**src/rtl/oc8051_comp_seq.sv**
```systemverilog
// Purpose : multi-cycle branch/compare condition evaluator (AZ, DES, CY, BIT, EQ, LT) on DW-bit operands, CW bits per cycle, MSB chunk first.
// Latency : RUN modes assert done in the cycle after edge N (N = DW/CW); CY/BIT/reserved modes assert done in the cycle after the accept edge.
// Backpres: start is accepted only in IDLE; a start during RUN or DONE is dropped (no queuing). The caller re-requests after done.
//
// Ports:
//   clk   - system clock, rising-edge
//   rst   - asynchronous, active-low reset
//   start - operation request, sampled in IDLE only
//   sel   - mode: 0 AZ, 1 DES, 2 CY, 3 BIT, 4 EQ, 5 LT, 6/7 reserved
//   b_in  - bit operand (BIT mode)
//   cy    - carry flag (CY mode)
//   acc   - accumulator operand
//   des   - ALU destination operand
//   src2  - second compare operand (EQ/LT)
//   busy  - high while an operation is in flight (state != IDLE)
//   done  - one-cycle completion pulse; eq/lt are valid from this cycle
//   eq    - condition result, held until the next completion
//   lt    - unsigned acc < src2 (EQ/LT modes only, 0 otherwise)
module oc8051_comp_seq #(
  parameter int DW = 8,
  parameter int CW = 8
) (
  input  logic          clk,
  input  logic          rst,
  input  logic          start,
  input  logic [2:0]    sel,
  input  logic          b_in,
  input  logic          cy,
  input  logic [DW-1:0] acc,
  input  logic [DW-1:0] des,
  input  logic [DW-1:0] src2,
  output logic          busy,
  output logic          done,
  output logic          eq,
  output logic          lt
);

  localparam int N    = DW / CW;
  localparam int CNTW = (N > 1) ? $clog2(N) : 1;

  localparam logic [2:0] SEL_AZ  = 3'd0;
  localparam logic [2:0] SEL_DES = 3'd1;
  localparam logic [2:0] SEL_CY  = 3'd2;
  localparam logic [2:0] SEL_BIT = 3'd3;
  localparam logic [2:0] SEL_EQ  = 3'd4;
  localparam logic [2:0] SEL_LT  = 3'd5;

  typedef enum logic [1:0] {
    S_IDLE = 2'd0,
    S_RUN  = 2'd1,
    S_DONE = 2'd2
  } state_t;

  // State and captured operation context
  state_t          state_q,   state_d;
  logic [2:0]      sel_q,     sel_d;
  logic [DW-1:0]   a_q,       a_d;
  logic [DW-1:0]   b_q,       b_d;
  logic [CNTW-1:0] cnt_q,     cnt_d;
  // Running comparison accumulators
  logic            eq_acc_q,  eq_acc_d;
  logic            lt_acc_q,  lt_acc_d;
  logic            decided_q, decided_d;
  // Registered results
  logic            eq_q,      eq_d;
  logic            lt_q,      lt_d;

  // Current chunk of each operand, selected by the chunk counter
  logic [CW-1:0]   a_ch;
  logic [CW-1:0]   b_ch;
  // Accumulator values including the chunk processed this cycle
  logic            eq_nxt;
  logic            lt_nxt;

  // Chunk mux: constant part-selects compared against the counter keep the
  // index expressions width-exact for any N.
  always_comb begin
    a_ch = '0;
    b_ch = '0;
    for (int i = 0; i < N; i++) begin
      if (cnt_q == CNTW'(i)) begin
        a_ch = a_q[i*CW +: CW];
        b_ch = b_q[i*CW +: CW];
      end
    end
  end

  // The first differing chunk (MSB first) fixes the unsigned ordering;
  // later chunks only feed the equality term.
  always_comb begin
    eq_nxt = eq_acc_q & (a_ch == b_ch);
    lt_nxt = lt_acc_q;
    if (!decided_q && (a_ch != b_ch)) begin
      lt_nxt = (a_ch < b_ch);
    end
  end

  always_comb begin
    state_d   = state_q;
    sel_d     = sel_q;
    a_d       = a_q;
    b_d       = b_q;
    cnt_d     = cnt_q;
    eq_acc_d  = eq_acc_q;
    lt_acc_d  = lt_acc_q;
    decided_d = decided_q;
    eq_d      = eq_q;
    lt_d      = lt_q;

    case (state_q)
      S_IDLE: begin
        if (start) begin
          sel_d     = sel;
          eq_acc_d  = 1'b1;
          lt_acc_d  = 1'b0;
          decided_d = 1'b0;
          cnt_d     = CNTW'(N - 1);
          case (sel)
            SEL_AZ: begin
              a_d     = acc;
              b_d     = '0;
              state_d = S_RUN;
            end
            SEL_DES: begin
              a_d     = des;
              b_d     = '0;
              state_d = S_RUN;
            end
            SEL_EQ, SEL_LT: begin
              a_d     = acc;
              b_d     = src2;
              state_d = S_RUN;
            end
            // Single-bit conditions resolve at the accept edge; eq is
            // registered directly so the flag inputs need no capture.
            SEL_CY: begin
              a_d     = '0;
              b_d     = '0;
              eq_d    = cy;
              lt_d    = 1'b0;
              state_d = S_DONE;
            end
            SEL_BIT: begin
              a_d     = '0;
              b_d     = '0;
              eq_d    = b_in;
              lt_d    = 1'b0;
              state_d = S_DONE;
            end
            default: begin
              a_d     = '0;
              b_d     = '0;
              eq_d    = 1'b0;
              lt_d    = 1'b0;
              state_d = S_DONE;
            end
          endcase
        end
      end

      S_RUN: begin
        eq_acc_d = eq_nxt;
        lt_acc_d = lt_nxt;
        if (!decided_q && (a_ch != b_ch)) begin
          decided_d = 1'b1;
        end
        cnt_d = cnt_q - CNTW'(1);
        if (cnt_q == '0) begin
          // Last (least significant) chunk: publish the results.
          cnt_d   = '0;
          state_d = S_DONE;
          if (sel_q == SEL_LT) begin
            eq_d = lt_nxt;
          end else begin
            eq_d = eq_nxt;
          end
          if ((sel_q == SEL_EQ) || (sel_q == SEL_LT)) begin
            lt_d = lt_nxt;
          end else begin
            lt_d = 1'b0;
          end
        end
      end

      S_DONE: begin
        state_d = S_IDLE;
      end

      default: begin
        state_d = S_IDLE;
      end
    endcase
  end

  always_ff @(posedge clk or negedge rst) begin
    if (!rst) begin
      state_q   <= S_IDLE;
      sel_q     <= '0;
      a_q       <= '0;
      b_q       <= '0;
      cnt_q     <= '0;
      eq_acc_q  <= 1'b0;
      lt_acc_q  <= 1'b0;
      decided_q <= 1'b0;
      eq_q      <= 1'b0;
      lt_q      <= 1'b0;
    end else begin
      state_q   <= state_d;
      sel_q     <= sel_d;
      a_q       <= a_d;
      b_q       <= b_d;
      cnt_q     <= cnt_d;
      eq_acc_q  <= eq_acc_d;
      lt_acc_q  <= lt_acc_d;
      decided_q <= decided_d;
      eq_q      <= eq_d;
      lt_q      <= lt_d;
    end
  end

  // All outputs are decoded from flops only.
  assign busy = (state_q != S_IDLE);
  assign done = (state_q == S_DONE);
  assign eq   = eq_q;
  assign lt   = lt_q;

endmodule

```
**config.mk**
```make
export PLATFORM = sky130hd
export DESIGN_NAME = oc8051_comp_seq
export DESIGN_NICKNAME = d
export VERILOG_FILES = /design/src/rtl/oc8051_comp_seq.sv
export SDC_FILE = /design/constraint.sdc
export NUM_CORES = 1
export LEC_CHECK = 0
export CORE_ASPECT_RATIO = 2
export CORE_MARGIN = 2
export CORE_UTILIZATION = 50
export CTS_CLUSTER_SIZE = 24
export DETAILED_ROUTE_END_ITERATION = 6
export PLACE_DENSITY = 0.82
export SLEW_MARGIN = 5
export SYNTH_ARGS = -nofsm -noshare
export SYNTH_HDL_FRONTEND = slang
export SYNTH_SLANG_ARGS = --single-unit
```
**constraint.sdc**
```tcl
create_clock -name clk -period 3.55 [get_ports clk]
set_input_delay 0.71 -clock clk [delete_from_list [all_inputs] [get_ports clk]]
set_output_delay 0.71 -clock clk [all_outputs]
set_load 0.01 [all_outputs]
```
After elaboration in Yosys (flattened, before gate mapping)
Index checks and enable logic that the tools add are counted.

storage, ports and cells
  bits in registers = 27
  input bits = 32
  output and inout port bits = 4
  logic and storage cells = 70

operators by class
  add/sub/neg operators = 1
  order comparisons = 1
  eq/ne operators = 15
  mux-type cells = 27
  bitwise operators = 1
  reductions and logical operators = 15

operators with widths
  kind                                            number
  two-way mux 8 bit                               3
  one-hot mux 8 bit (2 select lines)              1
  == test 3 bit (second input constant)           4
  two-way mux 1 bit                               12
  one-hot mux 1 bit (2 select lines)              6
  == test 8 bit                                   1
  less-than comparator 8 bit                      1
  inequality test 2 bit (second input constant)   4
  inequality test 8 bit                           1
  == test 3 x 2 -> 1 bit (second input constant)  2
  two-way mux 2 bit                               3
  AND reduction 2 bit                             3
  one-hot mux 2 bit (2 select lines)              1
  AND reduction 4 bit                             1
  nonzero test 2 bit                              2
  OR reduction 4 bit                              1
  == test 3 x 1 -> 1 bit (second input constant)  1
  zero test 3 bit                                 1
  one-hot mux 1 bit (3 select lines)              1
  AND reduction 3 bit                             1
  OR reduction 3 bit                              1
  == test 2 x 1 -> 1 bit (second input constant)  1
  == test 2 bit (second input constant)           1
  zero test 2 bit                                 1
  6 further kinds                                 6

Logic depth before layout (Yosys ltp)
  word-level depth = 7
  gate-level depth with buffers = 7
  depth with buffers taken out = 7

Worst setup path before layout
Ideal clock, no wire load.

  path type = register -> register
  from = register a_q[5]
  to = register eq_q (netlist: eq)
  library setup time = 0.094 ns
  arrival time = 1.725 ns
  data required time = 3.456 ns
  slack = 1.732 ns
  cell stages (with the launch flop) = 7
  path buffers = 0
  period minus slack after synthesis = 1.818 ns
  cell sequence = dfrtp_1 ha_1 a211oi_2 nor2_1 or4_1 o21a_1 a221oi_2

between the ends
  longest elaborated chain between the ends = 7
  elaborated cells between the ends (all ways) = 10
  classes of those cells = 1 x order compare; 2 x eq/ne; 5 x mux; 1 x bitwise; 1 x reduce/logical

RTL lines
  item                                                                line  RTL
  start, declared                                                     57    logic [DW-1:0] a_q, a_d;
  start signal, assigned                                              199   a_q <= '0;
  start signal, assigned                                              210   a_q <= a_d;
  two-way mux 8 bit (*)                                               81    if (cnt_q == CNTW'(i)) begin
  branches (longest 3 deep; another with less-than comparator 8 bit)  n/a
  two-way mux 1 bit (*)                                               172   if (sel_q == SEL_LT) begin
  two-way mux 1 bit (*)                                               168   if (cnt_q == '0) begin
  one-hot mux 1 bit (2 select lines) (*)                              110   case (state_q)
  end signal, assigned                                                216   eq_q <= eq_d;
  end, declared                                                       65    logic eq_q, eq_d;

Every way passes the cells marked *. The select of a mux whose other input is x is not followed.
A chain may end at the register's enable or synchronous reset.

Worst setup path after layout
  from = input sel[0]
  to = register a_q[1]

between the ends
  longest elaborated chain between the ends = 3
  elaborated cells between the ends (all ways) = 6
  classes of those cells = 3 x eq/ne; 1 x mux; 2 x reduce/logical

RTL lines
  item                                                     line  RTL
  start, declared                                          26    input logic [2:0] sel,
  == test 3 bit / zero test 3 bit (equally long branches)  118   case (sel)
  OR reduction 3 bit (no line)                             n/a
  one-hot mux 8 bit (2 select lines) (*)                   118

Every way passes the cells marked *; elsewhere a longest branch is shown, timed or not.

==> qor.yml <==
outcome: "complete, no violations"
powerDensity_mw_per_mm2: 432
grt_pass1_vias: 1240
numClockSinks: 26
clk_path_buf_depth: 2
root_buffer: "clkbuf_8"
synthArstFlopShare: 1.00
synthFlopType: "dfrtp_1"
leakage_nw: 0.767
antenna_found_initial: 0
drtPass1Iterations: 6
fmax_ghz: 0.440
syn_to_final_growth_pct: 31.0
grt_first_pass_wirelength_um: 5330
cp-end-kind: "flop"
instances_no_fill: 205
finalNetCount: 219
synth_edf_count: 0
start_kind: "input pin"
gp_congestion: 0.765
cp_data_required_time_ns: 3.70
hold_buffers: 0
maxCapViolations: 0
drive_above_1_share: 0.0621
num_antenna_cells: 0
clkLatencyLatePin_ns: 0.27
fin_util: 0.687
period_share: 0.641
synth_seq_cells: 26
clock_skew_ns: 0.00420
htreeDepth: 1
rsz0062_at_grt: "false"
ir_worst_vdd_v: 0.000326
hold_path.class: "flop to flop"
coreArea_mm2: 0.00257
cts_tree: "done"
routedWlPerCell_um: 15.9
netlist_area_mm2: 0.00135
clkSlewWorstSetupHoldPaths_ns: 0.09
rows: 26
overflow: 0
synth_cell_types: 26
ys_seq_area_frac: 0.482
drv_slew: 0
layout_common_cells: "clkdlybuf4s50_1, nand2_1, dfrtp_1"
cts_inserted_buffers: 3
wirelength_um: 3270
mostFrequentLayoutCell: "clkdlybuf4s50_1"
die_area_mm2: 0.00315
num_vias: 1162
crit_type: "input pin to flop"
finalCriticalPeriod_ns: 2.27
die_h_um: 77.5
path_max_fanout: 8
fin_total_pwr_w: 0.000763
fp.dieW_um: 40.7
cts_setup_buffers: 0
grtUsageTotal: 0.244
drt_iter0_drc: 21
initial_core_util: 0.525
ant_nets: 0
avgSynthCellArea_um2: 9.43
io_buffers: 35
dpl.hpwl_um: 2640
tightestPinTransition_ns: 0.968
fin_tns_setup_ns: 0
fillers: 216
cts-resized-gates: 0
finalHoldViolCount: 0
seq_area_um2: 651
routed_via_density: 5.67
synth.net_count: 183
dp.cells: 202
worstPathArrival_ns: 2.42
grt_max_degree: 27
slew_headroom: 0.353
netlist_instances: 143
drcViolationCount: 0
io_pins: 36
multi_input_area_um2: 633
yosysWarnings: 0
setup_viol: 0
[worst paths after layout]
kind	from	to	slack (ns)	depth (start not counted)
max	sel[0]	a_q[1]	1.28	4
min	b_q[7]	b_q[7]	0.49	2
max reg2reg	a_q[5]	eq	1.52	6
min reg2reg	b_q[7]	b_q[7]	0.49	2
max in group asynchronous	rst	lt	2.49	2
min in group asynchronous	rst	sel_q[1]	0.80	2
[critical path, stage by stage]
cell             delay [ns]
clkdlybuf4s50_1        0.51
nor2b_1                0.78
mux2i_1                0.31
o21ai_0                0.11
[report_power, final]
part / internal, W / total, W / switching, W
Clock: 0.0000760 / 0.000164 / 0.0000881
Sequential: 0.000340 / 0.000373 / 0.0000331
Combinational: 0.000116 / 0.000226 / 0.000110
[metrics by stage]
step | setup WS (ns) | cell area (µm²) | hold slack, ns
2_1_floorplan | 1.73 | 1350 | 0.414
3_3_place_gp | 1.12 | 1730 | 0.468
3_5_place_dp | 1.00 | 1730 | 0.476
4_1_cts | 1.29 | 1770 | 0.496
5_1_grt | 1.21 | 1770 | 0.518
6_report | 1.28 | 1770 | 0.487
[state kept, by name (all words and copies together), names as in the netlist]
register	cells
a_q	8
eq	1
state_q	2
lt	1
eq_acc_q	1
sel_q	3
lt_acc_q	1
b_q	8
decided_q	1
[final cells by class]
cell class,count,area share
clock buffer,3,0.0234
inverter,11,0.0234
multi-input combinational,100,0.358
sequential,26,0.368
tap,28,0.0198
timing repair buffer,37,0.207
[synth_stat cells, types with 2 or more instances]
cell type,count,area (µm²)
nand2_1,28,105
dfrtp_1,26,651
o21ai_0,23,115
inv_1,11,41.3
mux2i_1,9,90.1
ha_1,8,100
nor2_1,6,22.5
clkbuf_1,5,18.8
nor2b_1,5,31.3
a21oi_1,3,15.0
mux2_2,3,33.8
nand4_1,2,12.5
[kinds of logic after synthesis]
kind of cell	Yosys count	share of synthesized area
AO/OA/AOI/OAI	32	0.141
adder cells (fa/ha/maj)	8	0.0742
buffers and inverters	17	0.0482
flip-flops	26	0.482
multiplexers	12	0.0918
AND/OR/NAND/NOR	48	0.162
[per-layer routing]
metal,track usage,wire [µm],vias up
li1,-,-,555
met2,0.440,1940,27
met1,0.254,1150,570
met3,0.0200,62,10
met5,0,0,-
met4,0.110,104,0
No activity file was read; power rests on OpenSTA's default activity.
